$ cat src/rtl/uart_cmd_rx_pkg.sv
`default_nettype none
// ============================================================================
//  Module   : uart_cmd_rx_pkg
//  Purpose  : Shared types and constants for the host->board UART command
//             receiver: byte / frame state enums, frame header and length,
//             and the clocks-per-bit derivation.
//  Config   : UART_CMD_RX_PARITY_EN adds the RX_PARITY byte state (8E1).
//  Revision : 1.0 - initial release
// ============================================================================
package uart_cmd_rx_pkg;

    // Byte-level receiver states
    typedef enum logic [2:0] {
        RX_IDLE   = 3'd0,
        RX_START  = 3'd1,
        RX_DATA   = 3'd2,
`ifdef UART_CMD_RX_PARITY_EN
        RX_PARITY = 3'd3,
`endif
        RX_STOP   = 3'd4
    } rx_state_t;

    // Frame-level parser states: header hunt, then one state per frame byte
    typedef enum logic [2:0] {
        HUNT = 3'd0,
        ADDR = 3'd1,
        D2   = 3'd2,
        D1   = 3'd3,
        D0   = 3'd4,
        CSUM = 3'd5
    } frame_state_t;

    localparam logic [7:0] CMD_HDR   = 8'hAA;
    localparam int         FRAME_LEN = 6;

    // Number of system clocks per serial bit
    function automatic int clks_per_bit(input int clk_freq, input int baud);
        return clk_freq / baud;
    endfunction

endpackage
`default_nettype wire

$ cat src/rtl/uart_rx_byte.sv
`default_nettype none
// ============================================================================
//  Module   : uart_rx_byte
//  Purpose  : Asynchronous serial byte receiver. 2-flop synchroniser, start
//             bit validation at mid-bit, 8 data samples LSB first, stop-bit
//             check. Optional even parity bit (UART_CMD_RX_PARITY_EN).
//  Ports    : clk, rst       - system clock, synchronous active-high reset
//             rx_uart        - serial input, idle high
//             byte_done      - one-cycle strobe, byte_data valid
//             byte_data[7:0] - last received byte
//             frame_err      - one-cycle strobe, bad stop (or parity) bit
//  Revision : 1.0 - initial release
// ============================================================================
module uart_rx_byte
    import uart_cmd_rx_pkg::*;
#(
    parameter int CLKS_PER_BIT = 434
) (
    input  logic       clk,
    input  logic       rst,
    input  logic       rx_uart,
    output logic       byte_done,
    output logic [7:0] byte_data,
    output logic       frame_err
);

    localparam int              c_CW        = $clog2(CLKS_PER_BIT);
    localparam logic [c_CW-1:0] c_BIT_LAST  = c_CW'(CLKS_PER_BIT - 1);
    localparam logic [c_CW-1:0] c_HALF_LAST = c_CW'(CLKS_PER_BIT / 2 - 1);
    localparam logic [c_CW-1:0] c_CNT_ONE   = c_CW'(1);

    rx_state_t       r_state;
    logic            r_sync1;
    logic            r_sync2;
    logic [c_CW-1:0] r_cnt;
    logic [2:0]      r_bit_idx;
    logic [7:0]      r_shift;
    logic            r_done;
    logic            r_ferr;
`ifdef UART_CMD_RX_PARITY_EN
    logic            r_par_ok;
`endif

    always_ff @(posedge clk) begin
        if (rst) begin
            r_state   <= RX_IDLE;
            r_sync1   <= 1'b1;
            r_sync2   <= 1'b1;
            r_cnt     <= '0;
            r_bit_idx <= '0;
            r_shift   <= '0;
            r_done    <= 1'b0;
            r_ferr    <= 1'b0;
`ifdef UART_CMD_RX_PARITY_EN
            r_par_ok  <= 1'b0;
`endif
        end else begin
            r_sync1 <= rx_uart;
            r_sync2 <= r_sync1;
            r_done  <= 1'b0;
            r_ferr  <= 1'b0;

            case (r_state)
                RX_IDLE: begin
                    r_cnt <= '0;
                    if (!r_sync2) begin
                        r_state <= RX_START;
                    end
                end

                // Re-check the line at mid start bit; a short low pulse is
                // treated as noise and silently dropped.
                RX_START: begin
                    if (r_cnt == c_HALF_LAST) begin
                        r_cnt     <= '0;
                        r_bit_idx <= '0;
                        r_state   <= r_sync2 ? RX_IDLE : RX_DATA;
                    end else begin
                        r_cnt <= r_cnt + c_CNT_ONE;
                    end
                end

                RX_DATA: begin
                    if (r_cnt == c_BIT_LAST) begin
                        r_cnt     <= '0;
                        r_shift   <= {r_sync2, r_shift[7:1]};
                        r_bit_idx <= r_bit_idx + 3'd1;
                        if (r_bit_idx == 3'd7) begin
`ifdef UART_CMD_RX_PARITY_EN
                            r_state <= RX_PARITY;
`else
                            r_state <= RX_STOP;
`endif
                        end
                    end else begin
                        r_cnt <= r_cnt + c_CNT_ONE;
                    end
                end

`ifdef UART_CMD_RX_PARITY_EN
                // Even parity: data bits plus parity bit must XOR to zero.
                RX_PARITY: begin
                    if (r_cnt == c_BIT_LAST) begin
                        r_cnt    <= '0;
                        r_par_ok <= ~(^r_shift ^ r_sync2);
                        r_state  <= RX_STOP;
                    end else begin
                        r_cnt <= r_cnt + c_CNT_ONE;
                    end
                end
`endif

                // Decide at mid stop bit and return to idle immediately so a
                // start edge in the second half of the stop bit is caught.
                RX_STOP: begin
                    if (r_cnt == c_BIT_LAST) begin
                        r_cnt   <= '0;
                        r_state <= RX_IDLE;
`ifdef UART_CMD_RX_PARITY_EN
                        if (r_sync2 && r_par_ok) begin
`else
                        if (r_sync2) begin
`endif
                            r_done <= 1'b1;
                        end else begin
                            r_ferr <= 1'b1;
                        end
                    end else begin
                        r_cnt <= r_cnt + c_CNT_ONE;
                    end
                end

                default: r_state <= RX_IDLE;
            endcase
        end
    end

    assign byte_done = r_done;
    assign byte_data = r_shift;
    assign frame_err = r_ferr;

endmodule
`default_nettype wire

$ cat src/rtl/uart_cmd_rx.sv
`default_nettype none
// ============================================================================
//  Module   : uart_cmd_rx
//  Purpose  : Host->board UART command receiver. Parses 6-byte frames
//             [0xAA, ADDR, D23:16, D15:8, D7:0, CSUM] with
//             CSUM = ADDR ^ D2 ^ D1 ^ D0 and emits a 24-bit register write.
//  Params   : CLK_FREQ (Hz), BAUD, TIMEOUT_CYC (max idle cycles in a frame)
//  Ports    : clk, rst            - system clock, synchronous active-high reset
//             rx_uart             - serial input, idle high
//             cmd_valid           - one-cycle pulse, good frame received
//             cmd_addr[7:0]       - address of last good frame
//             cmd_data[23:0]      - data of last good frame
//             frame_err           - one-cycle pulse, bad stop/parity bit
//             csum_err            - one-cycle pulse, checksum mismatch
//             busy                - frame in progress (header seen)
//  Config   : UART_CMD_RX_PARITY_EN selects 8E1 line format (default 8N1).
//  Revision : 1.0 - initial release
// ============================================================================
module uart_cmd_rx
    import uart_cmd_rx_pkg::*;
#(
    parameter int CLK_FREQ    = 50_000_000,
    parameter int BAUD        = 115200,
    parameter int TIMEOUT_CYC = 50_000
) (
    input  logic        clk,
    input  logic        rst,
    input  logic        rx_uart,
    output logic        cmd_valid,
    output logic [7:0]  cmd_addr,
    output logic [23:0] cmd_data,
    output logic        frame_err,
    output logic        csum_err,
    output logic        busy
);

    localparam int              c_CLKS_PER_BIT = clks_per_bit(CLK_FREQ, BAUD);
    localparam int              c_PW           = (FRAME_LEN - 2) * 8;
    localparam int              c_TW           = $clog2(TIMEOUT_CYC + 1);
    localparam logic [c_TW-1:0] c_TO_LAST      = c_TW'(TIMEOUT_CYC - 1);
    localparam logic [c_TW-1:0] c_TO_ONE       = c_TW'(1);

    logic        w_byte_done;
    logic [7:0]  w_byte_data;
    logic        w_frame_err;

    frame_state_t    r_state;
    logic [c_PW-1:0] r_payload;
    logic [7:0]      r_csum;
    logic [c_TW-1:0] r_to_cnt;
    logic            r_cmd_valid;
    logic            r_csum_err;
    logic [7:0]      r_cmd_addr;
    logic [23:0]     r_cmd_data;

    uart_rx_byte #(
        .CLKS_PER_BIT (c_CLKS_PER_BIT)
    ) u_rx_byte (
        .clk       (clk),
        .rst       (rst),
        .rx_uart   (rx_uart),
        .byte_done (w_byte_done),
        .byte_data (w_byte_data),
        .frame_err (w_frame_err)
    );

    always_ff @(posedge clk) begin
        if (rst) begin
            r_state     <= HUNT;
            r_payload   <= '0;
            r_csum      <= '0;
            r_to_cnt    <= '0;
            r_cmd_valid <= 1'b0;
            r_csum_err  <= 1'b0;
            r_cmd_addr  <= '0;
            r_cmd_data  <= '0;
        end else begin
            r_cmd_valid <= 1'b0;
            r_csum_err  <= 1'b0;

            // Inter-byte idle counter, only meaningful inside a frame
            if (w_byte_done || (r_state == HUNT)) begin
                r_to_cnt <= '0;
            end else begin
                r_to_cnt <= r_to_cnt + c_TO_ONE;
            end

            if (w_frame_err) begin
                r_state <= HUNT;
            end else if (w_byte_done) begin
                case (r_state)
                    HUNT: begin
                        if (w_byte_data == CMD_HDR) begin
                            r_csum  <= '0;
                            r_state <= ADDR;
                        end
                    end
                    ADDR, D2, D1, D0: begin
                        // Payload bytes shift in MSB-first: ADDR ends on top
                        r_payload <= {r_payload[c_PW-9:0], w_byte_data};
                        r_csum    <= r_csum ^ w_byte_data;
                        case (r_state)
                            ADDR:    r_state <= D2;
                            D2:      r_state <= D1;
                            D1:      r_state <= D0;
                            default: r_state <= CSUM;
                        endcase
                    end
                    CSUM: begin
                        if (w_byte_data == r_csum) begin
                            r_cmd_valid <= 1'b1;
                            r_cmd_addr  <= r_payload[c_PW-1 -: 8];
                            r_cmd_data  <= r_payload[23:0];
                        end else begin
                            r_csum_err  <= 1'b1;
                        end
                        r_state <= HUNT;
                    end
                    default: r_state <= HUNT;
                endcase
            end else if ((r_state != HUNT) && (r_to_cnt == c_TO_LAST)) begin
                r_state <= HUNT;
            end
        end
    end

    assign cmd_valid = r_cmd_valid;
    assign cmd_addr  = r_cmd_addr;
    assign cmd_data  = r_cmd_data;
    assign csum_err  = r_csum_err;
    assign frame_err = w_frame_err;
    assign busy      = (r_state != HUNT);

endmodule
`default_nettype wire

$ cat config.mk
export PLATFORM = sky130hd
export DESIGN_NAME = uart_cmd_rx
export DESIGN_NICKNAME = d
export VERILOG_FILES = /design/src/rtl/uart_cmd_rx_pkg.sv /design/src/rtl/uart_rx_byte.sv /design/src/rtl/uart_cmd_rx.sv
export SDC_FILE = /design/constraint.sdc
export NUM_CORES = 1
export LEC_CHECK = 0
export BUFFER_PORTS_ARGS = -buffer_cell sky130_fd_sc_hd__clkbuf_2
export CORE_ASPECT_RATIO = 1.5
export CORE_MARGIN = 10
export CORE_UTILIZATION = 30
export CTS_BUF_LIST = sky130_fd_sc_hd__clkbuf_16
export DETAILED_ROUTE_END_ITERATION = 10
export GPL_TIMING_DRIVEN = 0
export MAX_ROUTING_LAYER = met4
export PLACE_DENSITY_LB_ADDON = 0.1
export SLEW_MARGIN = 20
export SYNTH_ARGS = -nofsm -noshare
export SYNTH_HDL_FRONTEND = slang
export SYNTH_HIERARCHICAL = 1
export SYNTH_SLANG_ARGS = --single-unit
$ cat constraint.sdc
create_clock -name clk -period 2.3 [get_ports clk]
set_input_delay 0 -clock clk [delete_from_list [all_inputs] [get_ports clk]]
set_output_delay 0 -clock clk [all_outputs]
set_load 0.005 [all_outputs]
### After elaboration in Yosys (flattened, before gate mapping)

Index checks and enable logic that the tools add are counted.

| operators by class | value |
|---|---|
| add/subtract/negate cells | 3 |
| equal/unequal tests | 21 |
| multiplexer cells | 24 |
| bitwise operators | 6 |
| reduce and logical (&&, ||, !) cells | 22 |

Operator list:

| kind | count |
|---|---|
| two-way mux 3 bit | 10 |
| case mux 9 bit (3 select lines) | 1 |
| two-way mux 9 bit | 2 |
| adder 16 x 1 -> 16 bit (second input constant) | 1 |
| equality test 16 bit (second input constant) | 1 |
| case mux 8 bit (2 select lines) | 1 |
| equality test 3 bit (second input constant) | 4 |
| case mux 3 bit (2 select lines) | 2 |
| case mux 3 bit (4 select lines) | 1 |
| inequality test 2 x 1 -> 1 bit (second input constant) | 5 |
| adder 9 x 1 -> 9 bit (second input constant) | 1 |
| equality test 3 x 2 -> 1 bit (second input constant) | 3 |
| equality test 9 x 8 -> 1 bit (second input constant) | 1 |
| equality test 9 bit (second input constant) | 1 |
| case mux 3 bit (3 select lines) | 1 |
| equality test 8 bit | 1 |
| equality test 8 bit (second input constant) | 1 |
| two-way mux 8 bit | 1 |
| AND reduction 4 bit | 2 |
| OR reduction 4 bit | 2 |
| bitwise XOR 8 bit | 1 |
| equality test 3 x 1 -> 1 bit (second input constant) | 2 |
| logical NOT 3 bit | 2 |
| AND reduction 3 bit | 2 |
| 14 further kinds | 27 |

| storage, ports and cells | value |
|---|---|
| register bits after elaboration | 120 |
| output and inout port bits | 36 |

### Longest topological paths before layout

Gate-level depths: netlist of the first run.

| depth | value |
|---|---|
| depth after elaboration | 4 |
| gate-level depth with buffers | 7 |
| depth with buffers taken out | 6 |

### Cells and area by module

Netlist of the first run, hierarchy kept.

By module, submodules not included:

| module | instances | cells each | area an instance (µm²) | seq. area each (µm²) |
|---|---|---|---|---|
| uart_cmd_rx | 1 | 447 | 3983.8 | 1861.8 |
| uart_rx_byte | 1 | 152 | 1346.3 | 540.5 |

### Worst setup path before layout of the first run

Ideal clock, no wire load.

| timing | value |
|---|---|
| kind | register to register |
| start point | reg u_rx_byte.r_cnt[0] |
| end point | reg u_rx_byte.r_state[1] |
| setup time | 96 ps |
| arrival time | 1679 ps |
| data required time | 2204 ps |
| slack | 526 ps |
| cell stages (with the launch flop) | 7 |
| path buffers | 0 |
| clock period less this slack | 1774 ps |
| cells stage by stage | dfxtp_1 inv_1 ha_1 nor4b_1 a21oi_1 or3_4 o41ai_2 |

| between the ends | value |
|---|---|
| word-level cells in the longest chain between the ends | 3 |
| elaborated cells between the ends (all ways) | 6 |
| those cells by class | eq/ne (5); reduce/logical (1) |

Ends and longest elaborated chain:

| item | line | source |
|---|---|---|
| start, declared | uart_rx_byte.sv:35 | `logic [c_CW-1:0] r_cnt;` |
| start signal, assigned | uart_rx_byte.sv:79 | `r_cnt <= r_cnt + c_CNT_ONE;` |
| start signal, assigned | uart_rx_byte.sv:96 | `r_cnt <= r_cnt + c_CNT_ONE;` |
| start signal, assigned | uart_rx_byte.sv:129 | `r_cnt <= r_cnt + c_CNT_ONE;` |
| equality test 9 bit / equality test 9 x 8 -> 1 bit (equally long branches) | uart_rx_byte.sv:84, uart_rx_byte.sv:116, uart_rx_byte.sv:74 |  |
| inequality test 2 x 1 -> 1 bit (no source line) | -- |  |
| AND reduction 5 bit (no source line) * | -- |  |
| end signal, assigned | uart_rx_byte.sv:77 | `r_state <= r_sync2 ? RX_IDLE : RX_DATA;` |
| end, declared | uart_rx_byte.sv:32 | `rx_state_t r_state;` |

Every way passes the cells marked *; elsewhere a longest branch is shown, timed or not.
A chain may end at the register's enable or synchronous reset.

### Worst setup path in the final report of the first run

| timing | value |
|---|---|
| start point | reg u_rx_byte.r_shift[2] (netlist: u_rx_byte/byte_data[2]) |
| end point | reg r_cmd_data[11] (netlist: cmd_data[11]) |

| between the ends | value |
|---|---|
| word-level cells in the longest chain between the ends | 2 |

Ends and longest elaborated chain:

| item | line | source |
|---|---|---|
| start, declared | uart_rx_byte.sv:37 | `logic [7:0] r_shift;` |
| start signal, assigned | uart_rx_byte.sv:86 | `r_shift <= {r_sync2, r_shift[7:1]};` |
| equality test 8 bit | uart_cmd_rx.sv:110 | `if (w_byte_data == r_csum) begin` |
| AND reduction 4 bit (no source line) | -- |  |
| end signal, assigned | uart_cmd_rx.sv:113 | `r_cmd_data <= r_payload[23:0];` |
| end, declared | uart_cmd_rx.sv:54 | `logic [23:0] r_cmd_data;` |

Every way passes these cells.

==> results.toml, run 1 <==
[timing]
timing.final.crit_share_pct = 87.4
clock_skew_ns = 0.00954
setup_viol = 0
slew_headroom_pct = 60.5
fmax_mhz = 498
rsz0062_at_grt = "false"
period_minus_slack_ns = 2.01
worst_pin_slew_ns = 0.578
report.final.slew_viol_count = 0
fin_ws_ns = 0.291
hold-worst-slack_ns = 0.0279
hold_viol = 0
tns_ns = 0

[power_and_ir_drop]
peakVddDrop_v = 0.000343
powerDensity_nw_per_um2 = 774
p_leak_nw = 2.16
p_total_mw = 4.93

[worst_setup_path]
cp_cell_sequence = "xnor2_1 -> nand4_1 -> nor4b_2 -> buf_2 -> buf_4 -> mux2i_1"
cp-startpoint = "u_rx_byte/byte_data[2]$_SDFFE_PP0P_"
cp.arrival_ns = 2.35
crit_required_ns = 2.64
path_class = "register to register"
crit_fanout = 10
critical-path-max-stage-delay_ns = 0.53
crit_buf_inv = 2
endpoint_kind = "register"
cpLargestDelayFamily = "buffers and inverters"
reg2reg_from = "u_rx_byte/byte_data[2]$_SDFFE_PP0P_"
cp_slowest_cell = "dfxtp_1"
startpoint_type = "register"

[synthesis]
yosys-top-cells-count = "120 x dfxtp_1, 88 x nand2_1, 74 x nand2b_1, 50 x a21oi_1, 40 x mux2i_1"
synth_seq_cells = 120
yosysTopAreaCell = "dfxtp_1"
ys.flop_type = "dfxtp_1"
postSynthAreaPerCell_um2 = 8.90
synthTopCellsByArea = "dfxtp_1 45%, nand2b_1 8.7%, mux2i_1 7.5%"
synth_area_um2 = 5330
synthArstFlopShare_pct = 0
synth_nets = 608
synth.top_cell.area_share_pct = 45.1
synth_edf_count = 0
synth_most_common_cell = "dfxtp_1"
ys_seq_area_share_pct = 45.1
ys_warn_count = 6
syn_inst = 599
synth.distinct_cells = 59

[cts]
cts_buffers = 17
cts_tree = "done"
cts_buffer_depth = 2
worstSkewPairLatency_ns = 0.41
cts_sinks = 120
post-cts-setup-buffers = 0
cts.root.buffer_cell = "clkbuf_16"
clk_pin_slew_ns = 0.05
h-tree-depth = 4

[die]
die_h_um = 183
pin_count = 39
start_util_pct = 30.6
core_area_um2 = 17400
die_w_um = 129
die_area_um2 = 23600
num_rows = 59

[layout]
n_antenna_cell = 0
syn2layout_area_growth_pct = 19.5
drive_gt1_share_pct = 14.1
final_cell_area_um2 = 6370
nets = 666

[placed_design]
io_buffers = 38
place_congestion = 0.779
dp_slack_ns = 0.145
placed_cell_area_um2 = 5790
dpl.hpwl_mm = 9.69

[grt]
grt-ovfl-total = 0
antenna_found_initial = 0
grt_pass1_vias = 4291
grt_pass1_wl_mm = 21.5
grt_use_total_pct = 11.8
grt_start_max_net_pins = 17

[detailed_routing]
vias_per_cell = 4.80
drt-pass1-iter-count = 4
drt_wl_total_mm = 13.0
vias = 4232
wire_per_inst_um = 14.7
drc_errors = 0
initialDrtViolationCount = 120
drtAntennaViolNets = 0

[status]
status = "finished, final reports clean"

[min_path]
holdCritStartpoint = "rst"
hp-class = "input pin to register"

[flow_run]
drv_cap = 0
worst min-delay path: cells and delay by family:
family | cells | cell delay, ns
AO/OA/AOI/OAI | 1 | 0.07
buffers and inverters | 2 | 0.26
AND/OR/NAND/NOR | 1 | 0.08
power by group:
group	internal [mW]	switching, mW
combinational	0.0951	0.152
clock	1.66	0.908
sequential	2.10	0.0128
timing repair:
action / 4_1_cts / 5_1_grt
hold buffers: 1 / 0
setup endpoints to repair: 0 / 8
gates resized for setup: 0 / 1
endpoints found under the hold margin: 1 / 0
cells in the final DEF, fill, tap and decap left out, types with 7 or more instances in the layout:
master / count
clkinv_1: 7
xnor2_1: 13
xor2_1: 8
inv_1: 11
a311oi_1: 7
mux2i_1: 40
o21ai_0: 9
nor3_1: 11
a21oi_1: 50
dfxtp_1: 120
nor2_1: 29
buf_2: 13
nand4_1: 9
clkbuf_1: 20
nand3_1: 11
nand2b_1: 74
clkbuf_16: 17
clkbuf_2: 38
nand2_1: 88
metrics by stage:
step | util (%) | cells
6_report | 36.6 | 882
5_1_grt | 36.6 | 882
4_1_cts | 36.5 | 882
3_5_place_dp | 33.2 | 850
3_3_place_gp | 33.2 | 850
2_1_floorplan | - | 599
final cells by class:
class                   count  area [um^2]
inverters                  10         37.5
well taps                 213          267
flip-flops and latches    120         2400
clock inverters            14          141
multi-input cells         430         2710
clock buffers              17          425
repair buffers             39          200
fillers                  1846        11100
plain buffers              39          185
state kept, by name, indices dropped and copies added (netlist names):
name	flops
r_state	3
cmd_addr	8
u_rx_byte/r_sync2	1
u_rx_byte/frame_err	1
cmd_data	24
r_payload	32
u_rx_byte/byte_done	1
u_rx_byte/r_sync1	1
r_csum	8
u_rx_byte/r_cnt	9
u_rx_byte/r_bit_idx	3
cmd_valid	1
u_rx_byte/byte_data	8
r_to_cnt	16
csum_err	1
u_rx_byte/r_state	3
final timing paths:
check                                           end  slack [ns]  cells after the start
setup / recovery          cmd_data[11]$_SDFFE_PP0P_        0.29                      6
hold / removal    u_rx_byte/r_state[0]$_SDFFE_PP0P_        0.03                      4
setup reg to reg          cmd_data[11]$_SDFFE_PP0P_        0.29                      6
hold reg to reg        u_rx_byte/r_sync2$_SDFF_PP1_        0.41                      1
cell families (layout without fill, tap and decap cells):
logic type	Yosys count	count (layout)	synth area share, %
simple gates	266	266	26.8
xor+xnor	21	21	3.45
buf+inv	49	119	4.18
fa+ha+maj	7	7	1.60
mux	40	40	7.51
flops	120	120	45.1
compound gates	96	96	11.4
routing by layer:
| layer | track usage, % | part of all wire (%) |
|---|---|---|
| met2 | 22.1 | 55 |
| met1 | 11.0 | 40 |
| met5 | - | 0 |
| met4 | 4.56 | 1.6 |
| met3 | 3.15 | 2.8 |
Power figures use the tool's default switching activity.
==> inputs of run 2 (changes only) <==
SYNTH_HIERARCHICAL = unset   (was 1)
clock period = 2 ns   (was 2.3 ns; I/O delays follow)
==> results.toml, run 2 <==
[status]
status = "finished, final reports clean"

[worst_setup_path]
path_class = "register to register"
cpLargestDelayFamily = "compound AO/OA/AOI/OAI gates"
crit_top_cell = "buf_2"
endpoint_kind = "register"
reg2reg_setup_slack_ns = 0.10
cp_cell_sequence = "buf_2 -> o21a_1 -> buf_2 -> or2_2 -> clkbuf_2 -> o311ai_0 -> o31ai_1"
crit_required_ns = 2.27
critical-path-max-stage-delay_ns = 0.37
cp_slowest_cell = "o311ai_0"
reg2reg_from = "r_state[1]$_SDFFE_PP0P_"
cp.arrival_ns = 2.17
crit_buf_inv = 3
cp-startpoint = "r_state[1]$_SDFFE_PP0P_"
startpoint_type = "register"
crit_fanout = 10

[timing]
worst_pin_slew_ns = 0.636
fin_ws_ns = 0.103
clock_skew_ns = 0.0119
fmax_mhz = 527
setup_viol = 0
period_minus_slack_ns = 1.90
report.final.slew_viol_count = 0
rsz0062_at_grt = "false"
slew_headroom_pct = 57.6
hold_viol = 0
timing.final.crit_share_pct = 94.8

[synthesis]
synth_nets = 604
synth.top_cell.area_share_pct = 44.8
ys.flop_type = "dfxtp_1"
ys_warn_count = 0
ys_seq_area_share_pct = 44.8
synth_most_common_cell = "dfxtp_1"
synth_adder_area_share_pct = 1.59
yosysTopAreaCell = "dfxtp_1"
yosys.area_share.simple_pct = 27.6
synth-compound-area-share_pct = 10.6
synthTopCellsByArea = "dfxtp_1 45%, nand2b_1 8.2%, mux2i_1 7.6%"
synth_top_family_by_area = "simple AND/OR/NAND/NOR gates"
synthArstFlopShare_pct = 0
synth.distinct_cells = 53
synth_area_um2 = 5370
synth_seq_cells = 120
postSynthAreaPerCell_um2 = 9.02
synth-xor-area-share_pct = 2.94
yosys-top-cells-count = "120 x dfxtp_1, 84 x nand2_1, 70 x nand2b_1, 50 x a21oi_1, 41 x mux2i_1"
synthMuxAreaShare_pct = 7.65
synth_edf_count = 0
syn_inst = 595

[cts]
cts_sinks = 120
worstSkewPairLatency_ns = 0.41
clk_pin_slew_ns = 0.05
cts.root.buffer_cell = "clkbuf_16"
cts_buffer_depth = 2
cts_buffers = 17
h-tree-depth = 4
cts_tree = "done"
post-cts-setup-buffers = 0

[power_and_ir_drop]
powerDensity_nw_per_um2 = 861
p_total_mw = 5.57
p_leak_nw = 2.18
peakVddDrop_v = 0.000524

[layout]
final_util_pct = 36.9
syn2layout_area_growth_pct = 20.4
final_cells = 878
final_common_cell = "dfxtp_1"
final_cell_area_um2 = 6460
largest-register = "r_payload"
layout_common_cells = "117 x dfxtp_1, 84 x nand2_1, 70 x nand2b_1"
drive_gt1_share_pct = 16.2
largest_reg_flops = 32
nets = 661
n_antenna_cell = 0

[die]
num_rows = 59
core_area_um2 = 17500
pin_count = 39
die_w_um = 129
die_h_um = 184
start_util_pct = 30.7
die_area_um2 = 23700

[placed_design]
dp_slack_ns = -0.0431
io_buffers = 38
place_inst = 846
place_congestion = 0.790
dpl.hpwl_mm = 9.57
placed_cell_area_um2 = 5820

[detailed_routing]
drc_errors = 0
initialDrtViolationCount = 177
vias_per_cell = 4.84
drtAntennaViolNets = 0
wire_per_inst_um = 15.1
drt_wl_total_mm = 13.3
drt-pass1-iter-count = 4
vias = 4248

[grt]
grt_use_total_pct = 12.0
grt-ovfl-total = 0
grt_pass1_vias = 4366
grt_pass1_wl_mm = 22.2
antenna_found_initial = 0
grt_start_max_net_pins = 17

[flow_run]
drv_cap = 0

[min_path]
holdCritStartpoint = "rst"
hp-class = "input pin to register"
run 2: changes by cell type after synthesis, moves of 5 or more:
cell,before,now
a311oi_1,7,0
nor4_1,4,13
o221ai_1,5,0
o22ai_1,1,7
o31ai_1,2,7
xnor2_1,13,8
run 2: through the flow:
step                      setup TNS [ns]  hold WS [ns]
final                                  0         0.171
after global routing                   0         0.205
after CTS                              0         0.284
after detailed placement          -0.142         0.184
after global placement            -0.329         0.182
after floorplan                        0         0.104
run 2: kinds of logic after synthesis:
| family | count (synthesis) |
|---|---|
| and+or+nand+nor | 273 |
| DFF | 120 |
| AOI/OAI and AO/OA | 91 |
| buffers and inverters | 45 |
| muxes | 41 |
| xor gates and xnor gates | 18 |
| adders and majority gates | 7 |
run 2: power by group:
part / internal [mW] / leakage, nW / switching [mW] / total, mW
clock: 1.86 / 0.277 / 1.20 / 3.07
sequential: 2.39 / 0.968 / 0.00347 / 2.40
combinational: 0.0368 / 0.932 / 0.0647 / 0.101
total: 4.29 / 2.18 / 1.27 / 5.57
run 2: metal layers:
metal / global-route usage (%) / vias to the layer above / part of all wire (%)
met3: 2.83 / 8 / 3.2
met2: 19.8 / 48 / 50
met5: - / - / 0
met4: 4.29 / 0 / 1.1
li1: - / 2181 / -
met1: 14.0 / 2011 / 46
run 2: layout make-up:
cell class	instances	area, um^2
Clock inverter	15	166
Inverter	6	22.5
Timing Repair Buffer	39	200
Fill cell	1811	11000
Tap cell	213	267
Multi-Input combinational cell	430	2740
Sequential cell	120	2410
Clock buffer	17	425
Buffer	38	233
run 2: worst min-delay path, stage by stage:
cell,delay (ns)
clkbuf_2,0.18
or3_1,0.28
a21oi_1,0.06
run 2: repair_timing:
action,4_1_cts,5_1_grt
hold endpoints to repair,1,0
setup endpoints to repair,0,52
resized for setup,0,9
hold buffers,1,0
run 2: path summary, 6_finish.rpt:
path,endpoint,depth (start not counted)
worst min register to register,u_rx_byte.r_sync2$_SDFF_PP1_,1
worst min-delay path,r_to_cnt[15]$_SDFF_PP0_,3
worst max-delay path,r_csum[4]$_SDFFE_PP0P_,7
worst max register to register,r_csum[4]$_SDFFE_PP0P_,7
